### src/rtl/echo_heard_arbiter.sv
// echo_heard_arbiter
// Two clients each push {meth, v} pairs into a private 2-entry FIFO. A single
// output register presents one indication at a time on the heard_* port and is
// refilled from whichever FIFO wins a simple alternating arbitration. Per-client
// counters tally delivered indications.
//
// Timing notes:
//   - sayN__RDY is derived from registered occupancy only, so a dequeue in the
//     same cycle never opens the door for an extra enqueue.
//   - The output register refills in the same edge that its current contents
//     are accepted, which gives one indication per cycle under sustained load.
//   - Reset is synchronous; payload storage is intentionally left unreset.

module echo_heard_arbiter #(
    parameter int DATA_WIDTH = 32,
    parameter int CNT_WIDTH  = 16
) (
    input  logic                  CLK,
    input  logic                  nRST,

    input  logic                  say0__ENA,
    input  logic [DATA_WIDTH-1:0] say0_meth,
    input  logic [DATA_WIDTH-1:0] say0_v,
    output logic                  say0__RDY,

    input  logic                  say1__ENA,
    input  logic [DATA_WIDTH-1:0] say1_meth,
    input  logic [DATA_WIDTH-1:0] say1_v,
    output logic                  say1__RDY,

    output logic                  heard__ENA,
    output logic [DATA_WIDTH-1:0] heard_meth,
    output logic [DATA_WIDTH-1:0] heard_v,
    output logic                  heard_client,
    input  logic                  heard__RDY,

    output logic [1:0]            occ0,
    output logic [1:0]            occ1,
    output logic [CNT_WIDTH-1:0]  grants0,
    output logic [CNT_WIDTH-1:0]  grants1
);

    // One FIFO entry packs meth in the upper half and v in the lower half.
    localparam int EW = 2 * DATA_WIDTH;

    // Per-client FIFO state, indexed [client][slot].
    logic [EW-1:0]         mem_q    [2][2];
    logic [1:0]            rd_ptr_q;
    logic [1:0]            rd_ptr_d;
    logic [1:0]            wr_ptr_q;
    logic [1:0]            wr_ptr_d;
    logic [1:0]            occ_q    [2];
    logic [1:0]            occ_d    [2];

    // FIFO handshake helpers.
    logic [1:0]            enq;
    logic [1:0]            deq;
    logic [1:0]            nonempty;
    logic [1:0]            not_full;
    logic [EW-1:0]         wdata    [2];
    logic [EW-1:0]         head     [2];

    // Output register and arbitration history.
    logic                  out_valid_q;
    logic                  out_valid_d;
    logic                  out_client_q;
    logic [DATA_WIDTH-1:0] out_meth_q;
    logic [DATA_WIDTH-1:0] out_v_q;
    logic                  last_grant_q;
    logic                  last_grant_d;

    logic                  load;
    logic                  sel;

    // Delivered-indication counters.
    logic [CNT_WIDTH-1:0]  grants_q [2];
    logic [CNT_WIDTH-1:0]  grants_d [2];
    logic [1:0]            heard_hit;

    // FIFO status, head selection and accepted enqueues.
    always_comb begin
        wdata[0] = {say0_meth, say0_v};
        wdata[1] = {say1_meth, say1_v};
        for (int c = 0; c < 2; c++) begin
            nonempty[c] = (occ_q[c] != 2'd0);
            not_full[c] = (occ_q[c] < 2'd2);
            head[c]     = mem_q[c][rd_ptr_q[c]];
        end
        // An ENA while the FIFO is full is dropped here rather than corrupting
        // the occupancy count.
        enq[0] = say0__ENA & not_full[0];
        enq[1] = say1__ENA & not_full[1];
    end

    // Arbitration: a lone non-empty FIFO wins outright; with both pending the
    // client that did not win the previous load goes next.
    always_comb begin
        sel = 1'b0;
        if (nonempty[0] && nonempty[1]) begin
            sel = ~last_grant_q;
        end else begin
            sel = nonempty[1];
        end
        load   = (~out_valid_q | heard__ENA) & (|nonempty);
        deq[0] = load & ~sel;
        deq[1] = load &  sel;
    end

    // Next-state for FIFO pointers/occupancy, output valid and grant history.
    always_comb begin
        for (int c = 0; c < 2; c++) begin
            occ_d[c]    = occ_q[c] + {1'b0, enq[c]} - {1'b0, deq[c]};
            wr_ptr_d[c] = wr_ptr_q[c] ^ enq[c];
            rd_ptr_d[c] = rd_ptr_q[c] ^ deq[c];
        end

        out_valid_d = out_valid_q;
        if (load) begin
            out_valid_d = 1'b1;
        end else if (heard__ENA) begin
            out_valid_d = 1'b0;
        end

        last_grant_d = load ? sel : last_grant_q;
    end

    // Counter next-state: bump the counter of whichever client was just heard.
    always_comb begin
        heard_hit[0] = heard__ENA & ~out_client_q;
        heard_hit[1] = heard__ENA &  out_client_q;
        for (int c = 0; c < 2; c++) begin
            grants_d[c] = grants_q[c] + {{(CNT_WIDTH-1){1'b0}}, heard_hit[c]};
        end
    end

    // Control state: FIFO pointers, occupancy, output valid, arbitration history.
    always_ff @(posedge CLK) begin
        if (!nRST) begin
            rd_ptr_q     <= 2'b00;
            wr_ptr_q     <= 2'b00;
            occ_q[0]     <= 2'd0;
            occ_q[1]     <= 2'd0;
            out_valid_q  <= 1'b0;
            last_grant_q <= 1'b1;
        end else begin
            rd_ptr_q     <= rd_ptr_d;
            wr_ptr_q     <= wr_ptr_d;
            occ_q[0]     <= occ_d[0];
            occ_q[1]     <= occ_d[1];
            out_valid_q  <= out_valid_d;
            last_grant_q <= last_grant_d;
        end
    end

    // Counters clear on reset and wrap naturally at all-ones.
    always_ff @(posedge CLK) begin
        if (!nRST) begin
            grants_q[0] <= '0;
            grants_q[1] <= '0;
        end else begin
            grants_q[0] <= grants_d[0];
            grants_q[1] <= grants_d[1];
        end
    end

    // FIFO payload storage; no reset needed since occupancy gates every read.
    always_ff @(posedge CLK) begin
        for (int c = 0; c < 2; c++) begin
            if (nRST && enq[c]) begin
                mem_q[c][wr_ptr_q[c]] <= wdata[c];
            end
        end
    end

    // Output payload captures the winning head on each load and otherwise holds.
    always_ff @(posedge CLK) begin
        if (nRST && load) begin
            out_client_q <= sel;
            {out_meth_q, out_v_q} <= head[sel];
        end
    end

    assign say0__RDY    = not_full[0];
    assign say1__RDY    = not_full[1];

    assign heard__ENA   = out_valid_q & heard__RDY;
    assign heard_meth   = out_meth_q;
    assign heard_v      = out_v_q;
    assign heard_client = out_client_q;

    assign occ0         = occ_q[0];
    assign occ1         = occ_q[1];
    assign grants0      = grants_q[0];
    assign grants1      = grants_q[1];

endmodule

### config.mk
export PLATFORM = sky130hd
export DESIGN_NAME = echo_heard_arbiter
export DESIGN_NICKNAME = d
export VERILOG_FILES = /design/src/rtl/echo_heard_arbiter.sv
export SDC_FILE = /design/constraint.sdc
export NUM_CORES = 1
export LEC_CHECK = 0
export ABC_AREA = 1
export CORE_UTILIZATION = 42
export CTS_BUF_LIST = sky130_fd_sc_hd__clkbuf_4 sky130_fd_sc_hd__clkbuf_8
export DETAILED_ROUTE_END_ITERATION = 6
export HOLD_SLACK_MARGIN = 0.15
export PLACE_DENSITY = 0.74
export SYNTH_ARGS = -nofsm -noshare
export SYNTH_HDL_FRONTEND = slang
export SYNTH_SLANG_ARGS = --single-unit
### constraint.sdc
create_clock -name CLK -period 18.12 [get_ports CLK]
set_input_delay 2.718 -clock CLK [delete_from_list [all_inputs] [get_ports CLK]]
set_output_delay 2.718 -clock CLK [all_outputs]
set_load 0.01 [all_outputs]
==> results of run 1 <==
[sequential cells by signal (all words and copies together), names as in the netlist]
name	cells
out_valid_q	1
heard_client	1
mem_q	256
wr_ptr_q	2
heard_v	32
grants_q	32
heard_meth	32
occ_q	4
rd_ptr_q	2
last_grant_q	1
[per-layer routing]
layer,part of all wire,track usage,wire length [um]
met1,0.40,0.204,11900
met2,0.51,0.302,14900
met3,0.054,0.0365,1600
met4,0.035,0.0810,1040
met5,0.00092,0,27
[logic make-up (layout without fill, tap and decap cells)]
logic type	after synthesis	after routing	share of synthesized area
fa+ha+maj	8	8	0.00721
other cells	0	2	0
flops	363	363	0.755
mux	64	64	0.0461
xor+xnor	8	8	0.00504
simple gates	231	231	0.0671
compound gates	154	154	0.0722
buf+inv	153	466	0.0477
[cells in the final DEF (no fill, tap or decap), drive strengths merged]
cell	n
ha	8
dfxtp	42
nand2	143
nor2	60
xnor2	4
diode	2
a21oi	17
and2	2
clkdlybuf4s50	236
nand4	2
clkinvlp	1
o21a	2
mux2i	64
xor2	4
o21ai	71
nor3b	1
clkbuf	77
nor3	8
clkinv	29
bufinv	2
edfxtp	321
nand3	15
inv	113
buf	8
o211ai	64
[power by group through the flow]
stage	logic [uW]	registers (uW)	clock network, uW
2_1_floorplan	345	1160	0
3_3_place_gp	589	1150	0
3_5_place_dp	611	1150	0
4_1_cts	611	1130	710
5_1_grt	659	1140	745
6_report	596	1130	689
[critical path, cell delays in order]
cell             delay, ns
clkdlybuf4s50_1       0.47
nand2_1               0.09
inv_1                 0.06
clkdlybuf4s50_1       0.53
[final cells by class]
cell class | instances | area share
clock buffer | 77 | 0.0541
sequential | 363 | 0.588
inverter | 113 | 0.0238
clock inverter | 32 | 0.0116
timing repair buffer | 244 | 0.136
antenna | 2 | 0.000280
tap | 442 | 0.0310
multi-input combinational | 465 | 0.156
[stage by stage]
step | power (uW) | hold WS, ns | worst slack (ns)
6_report | 2420 | 0.464 | 11.54
5_1_grt | 2550 | 0.494 | 11.48
3_5_place_dp | 1760 | 0.457 | 11.23
2_1_floorplan | 1500 | 0.444 | 10.08
3_3_place_gp | 1740 | 0.451 | 11.29
4_1_cts | 2460 | 0.466 | 11.54
[worst min-delay path by stage]
stage	from	end	cells after the start
after floorplan	wr_ptr_q[0]$_SDFF_PN0_	wr_ptr_q[0]$_SDFF_PN0_	2
after detailed placement	wr_ptr_q[1]$_SDFF_PN0_	wr_ptr_q[1]$_SDFF_PN0_	2
after global routing	wr_ptr_q[0]$_SDFF_PN0_	wr_ptr_q[0]$_SDFF_PN0_	2
final	wr_ptr_q[1]$_SDFF_PN0_	wr_ptr_q[1]$_SDFF_PN0_	2
after global placement	wr_ptr_q[1]$_SDFF_PN0_	wr_ptr_q[1]$_SDFF_PN0_	2
after CTS	wr_ptr_q[1]$_SDFF_PN0_	wr_ptr_q[1]$_SDFF_PN0_	2
==> results.txt, run 1 <==
The gate count of the mapped netlist is 981. In the post-synthesis netlist, the biggest area contributors are edfxtp_1, dfxtp_1, mux2i_1, nand2_1, o211ai_1. The number of vias per cell after detailed routing came out at 4.79. Internal power comes to 1720 uW. After layout, the minimum clock period comes to 6.58 ns. The leakage power is 0.00629 uW. The overall via count from detail_route is 8,323.

The worst hold path belongs to the class reg -> reg. The setup total negative slack is 0 ns. Registers take 10,500 um^2. The highest attainable clock frequency came out at 152 MHz. The global-route wire length before repair is 44,500 um. The number of antenna violations at the first check in global routing is 4. The share of the Yosys chip area taken by registers is 0.755. The DRC violation count after routing is 0.

The maximum number of pins on one net before global-route repair came out at 95. The final count of negative-setup-slack endpoints came out at 0. edfxtp_1 is the most common cell in the netlist.

The critical path data required time came out at 15.40 ns. The reg-to-reg setup timing slack is 15.65 ns. The count of nets left with antenna violations once routing finished came out at 0. The pin slew with the least headroom to its limit came out at 1.10 ns. The number of gates resized after cts is 0. The core region is 32,500 um^2. Dividing the synthesized area by the synthesized cell count gives 14.2 um^2. The share of power burned in the clock network is 0.285. At the later pin of the worst-skew pair, clock insertion delay measures 0.58 ns. The number of sinks driven by the clock tree is 363. Including well taps, the total number of placed cells is 1,627. The area after detailed placement is 16,700 um^2.

The endpoint identified for the worst register-to-register timing path is heard_meth[28]$_DFFE_PP_. The worst setup path is of the in -> out kind. STA classifies the critical path endpoint as an output pin. The number of non-filler instances in the completed layout came out at 1,738. Synthesis instantiated 33 different standard cells from the library. The average wire per cell in the routed design came out at 17.0 um.

The net switching fraction of the power came out at 0.290. After clock tree synthesis, the clock-pin slew on the worst setup and hold paths is 0.05 ns. The H-tree depth reported by CTS came out at 2.

The first-pass iteration count of the detailed router is 5. The cell area after layout came out at 17,800 um^2. The signal arrival time at the worst endpoint is 3.86 ns. The top-area cell type share of the netlist area is 0.694. The initial utilization of the core area, before any placement, comes to 0.427. Row generation in the floorplan step produced 66 rows.

The async set-reset flop share out of synthesis is 0. At the end of the flow the core is filled with cells to 0.549. Buffers inserted to repair hold after CTS numbered 0. The portion of total power attributed to sequential cells came out at 0.468. The top-level port count came out at 237. For this run, the post-layout net count is 1,386. The die footprint is 33,800 um^2. The layout-stage area growth over the synthesis result is 28.5%. The total global routing track utilization came out at 0.173.

The commonest cells after synthesis are edfxtp_1, nand2_1, inv_1. The final weighted congestion in routability-driven placement came out at 0.852. The multi-input logic area is 2780 um^2. The worst setup path is launched from an input pin. TritonCTS built the clock tree.

During synthesis, Yosys emitted a total of 0 warnings. The peak supply drop came out at 0.0000902 V. The total congestion overflow after global routing came out at 0.

The critical path starts at heard__RDY. The count of input and output buffers came out at 236. The final count of hold timing violations was 0.

Counting flops and latches in the post-synthesis netlist gives 363. The number of setup buffers added after CTS came out at 0. The destination of the critical timing path is heard__ENA. No sink is reached through more buffers than the 3 on the longest clock path.

Yosys mapped a number of flops with a built-in enable equal to 321. The total wire length after detailed routing is 29,500 um. The worst-case reg-to-reg path depth came out at 6.

Setup repair after global routing left no endpoint under its margin. The biggest fanout along the worst timing path came out at 3. The combinational share of power came out at 0.247.

The via count of the first global-routing pass came to 8,471. The post-synthesis instance area is 13,900 um^2. The synthesized design spends more area on one cell type than any other, namely edfxtp_1. The net count of the mapped netlist is 1,122. The flow ran to the end, and the final reports show no timing, DRC or antenna violations. The worst register-to-register path begins at out_valid_q$_SDFFE_PN0P_.

The half-perimeter wire length after detailed placement is 18,300 um. The fraction of the cycle the final worst path needs came out at 0.363. Clock tree synthesis selected as its root buffer the cell clkbuf_8. The dominant synthesized flop cell is edfxtp_1. In the final layout, the share of cells above drive strength 1 is 0.105. The number of slew-limit violations in the final report came out at 0. The chip height is 184 um.

On the final layout, the worst clock skew is 0.0241 ns. The net load switching power is 701 uW. After the first detailed-routing iteration, the DRC count stood at 564.

The power density over the cells is 135 nW/um^2. The number of filler cells placed in the layout came out at 2,644. Counting the buffers created by CTS gives 58.

The worst max-slew margin expressed relative to the limit came out at 0.267. The count of maximum capacitance violations came out at 0. From left edge to right edge, the die measures 184 um.
(Power assumes the default switching activity.)
==> run 2: changes to the inputs <==
clock period = 6.1 ns   (was 18.12 ns; I/O delays follow)
==> run 2 against run 1 <==
Compared with the run above: register-to-register slack worse by 12 ns; setup slack worse by 8.5 ns; flip-flop and latch count stayed put; critical path depth did not move; largest cell class unchanged; highest routed layer unchanged.
==> results.txt, run 2 (synthesis results as in run 1) <==
The width of the die came to 184 um (unchanged). The net load switching power came out at 2050 uW (+190%). The power density over the cells is 399 nW/um^2 (+190%). The number of design-rule violations left by the first detailed-router iteration came out at 449 (-20%).

The peak supply drop is 0.000252 V (+180%). The worst setup slack before clock tree synthesis is 2.59 ns (-8.64 ns). The number of gates resized after cts is 0 (unchanged). The run finished with clean final reports.

The total wire length after detailed routing came out at 30,000 um (+1.6%). The signal arrival time at the worst endpoint was 2.10 ns (-1.76 ns). The critical path data required time came out at 5.18 ns (-10.22 ns). The combinational share of power was 0.252 (+0.005). The number of setup buffers added after CTS is 0 (unchanged). The CTS tree is built. The internal power consumption is 5050 uW (+190%). The top cell types in the final layout, fill and taps aside, are edfxtp_1, clkdlybuf4s50_1, nand2_1.

The starting density of the core is 0.427 (unchanged). The cell row count is 66 (unchanged). The number of flip-flops under the largest register name came to 256 (unchanged).

The H-tree depth reported by CTS is 2 (unchanged). The overall via count from detail_route is 8,399 (+0.91%). The number of antenna violations at the first check in global routing came to 5 (+1). The fraction of the cycle the final worst path needs is 0.494. The core outline area was 32,500 um^2 (unchanged). Clock tree synthesis selected as its root buffer the cell clkbuf_8. The biggest fanout along the worst timing path is 3 (unchanged). The number of vias per cell after detailed routing came out at 4.84 (+1.1%). The most critical setup path has its startpoint at heard__RDY.

The maximum number of pins on one net before global-route repair came out at 91 (-4.2%). The count of maximum capacitance violations is 0 (unchanged). The leakage power is 0.00627 uW (-0.33%).

The average wire per cell in the routed design is 17.3 um (+1.9%). The class of the tightest hold or removal check is reg -> reg. The worst setup path is of the in -> out kind. The met3 wirelength from detailed routing came out at 1770 um (+11%).

The worst hold path cell count is 2 (unchanged). The post-route core utilization came to 0.547 (-0.00115). The detailed-routed wire length on met2 came out at 15,000 um (+0.72%). Leaving out fill and tap cells, the most frequent cell in the layout is edfxtp_1.

The total CTS buffers is 55 (-5.2%). STA classifies the critical path startpoint as an input pin. The half-perimeter wire length after detailed placement is 18,700 um (+1.9%). The final count of negative-setup-slack endpoints is 0 (unchanged).

The top-level port count came out at 237 (unchanged). The die footprint was 33,800 um^2 (unchanged). The clock tree skew after final layout is 0.0366 ns (+0.0124 ns). The hold buffer count at CTS is 0 (unchanged). The worst-case reg-to-reg path depth came out at 5 (-1).

The portion of total power attributed to sequential cells came to 0.472 (+0.004). The number of slew-limit violations in the final report came out at 0 (unchanged). The post-route minimum period came out at 3.01 ns. The setup total negative slack came to 0 ns (unchanged). The final weighted congestion in routability-driven placement came out at 0.804 (-5.6%).

The first-pass iteration count of the detailed router came out at 7 (+2). The worst max-slew margin expressed relative to the limit is 0.300 (+0.0332). The via count of the first global-routing pass came out at 8,526 (+0.65%). The clock edge transition at the registers on the reported setup and hold paths is 0.06 ns (about the same). The remaining number of nets flagged by the antenna check after routing is 0 (unchanged). The final count of hold timing violations came to 0 (unchanged). The total global routing track utilization came to 0.176 (+0.00302). The chip height is 184 um (unchanged). The highest attainable clock frequency is 332 MHz.

The total congestion overflow after global routing was 0 (unchanged). The number of sinks driven by the clock tree is 363 (unchanged). The DRC violation count after routing came out at 0 (unchanged). The pin slew with the least headroom to its limit came to 1.05 ns (-0.0497 ns). Setup repair after global routing left no endpoint under its margin. The type of destination of the critical path is an output pin. The worst register-to-register path begins at occ_q[0][3]$_SDFF_PN0_. The count of input and output buffers came out at 236 (unchanged). The number of buffers on the longest clock path is 3 (unchanged). The uppermost metal layer occupied by signal nets is met5.

The global-route wire length before repair came to 45,300 um (+1.8%). The clock latency on the worst-skew pair came to 0.59 ns (about the same). In this run the most critical hold path is launched from wr_ptr_q[1]$_SDFF_PN0_. The fraction of layout cells with a size suffix above 1 came out at 0.102 (-0.00347). The worst setup slack after layout came out at 3.09 ns (-8.45 ns). The post-route worst hold slack was 0.478 ns (+0.0140 ns). The final-stage net count was 1,387 (+0.072%).

The share of power burned in the clock network is 0.276 (-0.009). The met1 wire length came out at 12,200 um (+2.2%). The net switching fraction of the power came out at 0.289 (-0.00102).

From synthesis to final layout, the design area changed by 28.2%.
==> run 2: cell type report <==
type / count / area [um^2]
fill: 2645 / 14700
sequential: 363 / 10500
timing repair buffer: 248 / 2460
multi-input combinational: 465 / 2780
antenna: 3 / 7.51
clock buffer: 77 / 935
clock inverter: 23 / 156
inverter: 113 / 424
tap: 442 / 553
==> run 2: final timing paths <==
path / end / slack [ns]
worst min-delay path: wr_ptr_q[1]$_SDFF_PN0_ / 0.48
worst max-delay path: heard__ENA / 3.09
worst max register to register: heard_meth[5]$_DFFE_PP_ / 3.69
worst min register to register: wr_ptr_q[1]$_SDFF_PN0_ / 0.48
==> run 2: per-stage QoR <==
step | total power (uW) | area [um^2] | cells
floorplan | 4470 | 13900 | 981
global placement | 5170 | 16700 | 1631
detailed placement | 5230 | 16700 | 1631
CTS | 7200 | 17800 | 1731
global route | 7470 | 17800 | 1734
finish | 7110 | 17800 | 1734
==> run 2: metal layers <==
metal,vias up,track usage
met3,75,0.0366
met5,-,0
li1,4034,-
met1,4022,0.210
met2,264,0.305
met4,4,0.0820
==> run 2: power groups by stage <==
stage / clock, uW / combinational [uW] / sequential (uW)
global route: 2120 / 1970 / 3390
CTS: 2010 / 1820 / 3360
detailed placement: 0 / 1820 / 3410
floorplan: 0 / 1020 / 3440
global placement: 0 / 1760 / 3410
finish: 1960 / 1790 / 3360
==> run 2: critical path, cell delays in order <==
cell             delay [ns]
clkdlybuf4s50_1        0.50
nand2_1                0.09
inv_1                  0.06
clkdlybuf4s50_1        0.53
==> edit, RTL diff (settings of run 2) <==
Change the parameter `DATA_WIDTH` from 32 to 64.
--- a/src/rtl/echo_heard_arbiter.sv
+++ b/src/rtl/echo_heard_arbiter.sv
@@ -13,5 +13,5 @@
 
 module echo_heard_arbiter #(
-    parameter int DATA_WIDTH = 32,
+    parameter int DATA_WIDTH = 64,
     parameter int CNT_WIDTH  = 16
 ) (
Ports: changed (6 resized); port bits go from 237 to 429. The function was not compared with the original's and may differ.
==> edit against run 2 <==
First-iteration DRC count increased by 110%; the run now ends with design-rule violations left; count of clock-buffer cells in the layout increased by 75; maximum frequency decreased by 11%; worst setup slack got worse by 390 ps; sequential cell count increased by 320; global-route usage increased by 0.93 points; area after synthesis increased by 90%; routed wire length increased by 100%; design area increased by 89%; total power increased by 100%; die area increased by 89%; hold slack got worse by 3.0 ps.
==> edit: results (changes against run 2) <==
* Clock-pin slew on the worst setup and hold paths at 60 ps (about the same)
* Starting DRT DRC Count at 939 (was 449)
* Initial antenna violation count at 12 (was 5)
* Ys async rst share at 0 (unchanged)
* Worst VDD drop at 281 uV (was 252 uV)
* GRT Util Overall at 0.186 (was 0.176)
* RePlAce Congestion at 0.834 (was 0.804)
* Buffers on Ports at 428 (was 236)
* Ys Warns at 0 (unchanged)
* Worst-skew pair later-pin latency at 690 ps (was 590 ps)
* CP Max Fanout at 38 (was 3)
* Proportion of layout cells with a drive suffix above 1 at 0.167 (was 0.102)
* Netlist cell types at 34 (was 33)
* Sw power at 4.29 mW (was 2.05 mW)
* Post-synth EDFFs at 641 (was 321)
* Cts repair resizes at 0 (unchanged)
* Dpl ws at 1990 ps (was 2590 ps)
* Synth top cells by count: edfxtp_1 (641), nand2_1 (201), inv_1 (169), mux2i_1 (128) (was edfxtp_1 (321), nand2_1 (140), inv_1 (110), mux2i_1 (64), o21ai_0 (61))
* Vias in the first global route at 15.7k (was 8526)
* Leak at 11.6 nW (was 6.27 nW)
* Worst Max-Slew Pin Slew at 1030 ps (was 1050 ps)
* Detailed placer's ending HPWL at 37200 um (was 18700 um)
* DR pass1 iterations at 7 (unchanged)
* CTS buffer count at 109 (was 55)
* Vias per std cell at 4.93 (was 4.84)
* Worst EP arrival at 3720 ps (was 2100 ps)
* Dominant cells by area after synthesis: edfxtp_1 (73%), mux2i_1 (4.9%), o211ai_2 (3.9%) (was edfxtp_1 (69%), dfxtp_1 (6.1%), mux2i_1 (4.6%))
* Number of flip-flops under the largest register name at 512 (was 256)
* First-pass GRT wire length at 88900 um (was 45300 um)
* # nets final at 2398 (was 1387)
* H-tree Lvls at 3 (was 2)
* Fillers at 4942 (was 2645)
* Seq/Total Area, Yosys at 0.762 (was 0.755)
* Setup bufs post-CTS at 0 (unchanged)
* Clk_skew at 31.4 ps (was 36.6 ps)
* Outcome: finished, violations left (was finished clean)
* Failing checks: design-rule violations
* Largest net degree at the start of global routing at 133 (was 91)
* Post-Route WL at 60000 um (was 30000 um)
* Mapped Nets at 1919 (was 1122)
* Post-route DRC at 1 (was 0)
==> edit: changes by cell type in the layout (fill, tap and decap cells not counted), sizes merged, moves of 4 or more <==
cell / run 2 / this run
buf: 12 / 16
clkbuf: 77 / 152
clkdlybuf4s50: 236 / 428
clkinv: 21 / 43
edfxtp: 321 / 641
inv: 113 / 176
mux2i: 64 / 128
nand2: 143 / 204
nor2: 60 / 56
o211ai: 64 / 128
o21ai: 71 / 137
==> edit: metal layers <==
layer	track usage	share of wire	vias up	wire, um
li1	-	-	7048	-
met1	0.224	0.39	7348	23500
met2	0.311	0.49	550	29600
met3	0.0596	0.085	127	5080
met4	0.0663	0.029	14	1720
met5	0	0.0015	-	89
==> edit: kinds of logic (layout without fill, tap and decap cells) <==
family	count (synthesis)	after routing	share of synthesized area
other cells	0	6	0
xor+xnor	7	7	0.00233
flops	683	683	0.762
compound gates	286	286	0.0939
fa+ha+maj	8	8	0.00380
mux	128	128	0.0486
simple gates	287	287	0.0438
buf+inv	251	821	0.0453
==> edit: final timing paths <==
kind	from	end	slack [ps]	depth (start not counted)
max reg2reg	occ_q[0][1]$_SDFF_PN0_	heard_meth[49]$_DFFE_PP_	3520	7
min	wr_ptr_q[0]$_SDFF_PN0_	wr_ptr_q[0]$_SDFF_PN0_	480	2
max	nRST	mem_q[0][474]$_DFFE_PP_	2700	5
min reg2reg	wr_ptr_q[0]$_SDFF_PN0_	wr_ptr_q[0]$_SDFF_PN0_	480	2
==> edit: worst max-delay path: stages <==
cell and delay, ps:
clkdlybuf4s50_1 1000, inv_2 470, nor2_4 210, buf_4 540, buf_4 530
==> edit: cell type report <==
type,count,area (um2),share of cell area
flip-flops and latches,683,20100,0.599
well taps,837,1050,0.0312
clock buffers,152,1850,0.0550
multi-input cells,716,5120,0.153
repair buffers,444,4480,0.133
inverters,175,657,0.0196
clock inverters,50,308,0.00917
diodes,6,15.0,0.000447
==> edit: per-stage QoR <==
| stage | util | setup TNS [ps] | total power [mW] | std cells | cell area [um2] |
|---|---|---|---|---|---|
| floorplan | - | -263600 | 9.04 | 1650 | 26400 |
| global placement | 0.508 | 0 | 10.4 | 2855 | 31400 |
| detailed placement | 0.508 | 0 | 10.5 | 2855 | 31400 |
| CTS | 0.543 | 0 | 14.4 | 3057 | 33600 |
| global route | 0.543 | 0 | 14.9 | 3060 | 33600 |
| finish | 0.543 | 0 | 14.2 | 3063 | 33600 |
==> edit: power groups by stage <==
stage / clock network, mW / registers [mW] / logic [mW]
detailed placement: 0 / 6.59 / 3.94
global placement: 0 / 6.58 / 3.84
global route: 4.11 / 6.57 / 4.19
finish: 3.83 / 6.50 / 3.86
floorplan: 0 / 6.64 / 2.41
CTS: 3.94 / 6.51 / 3.95
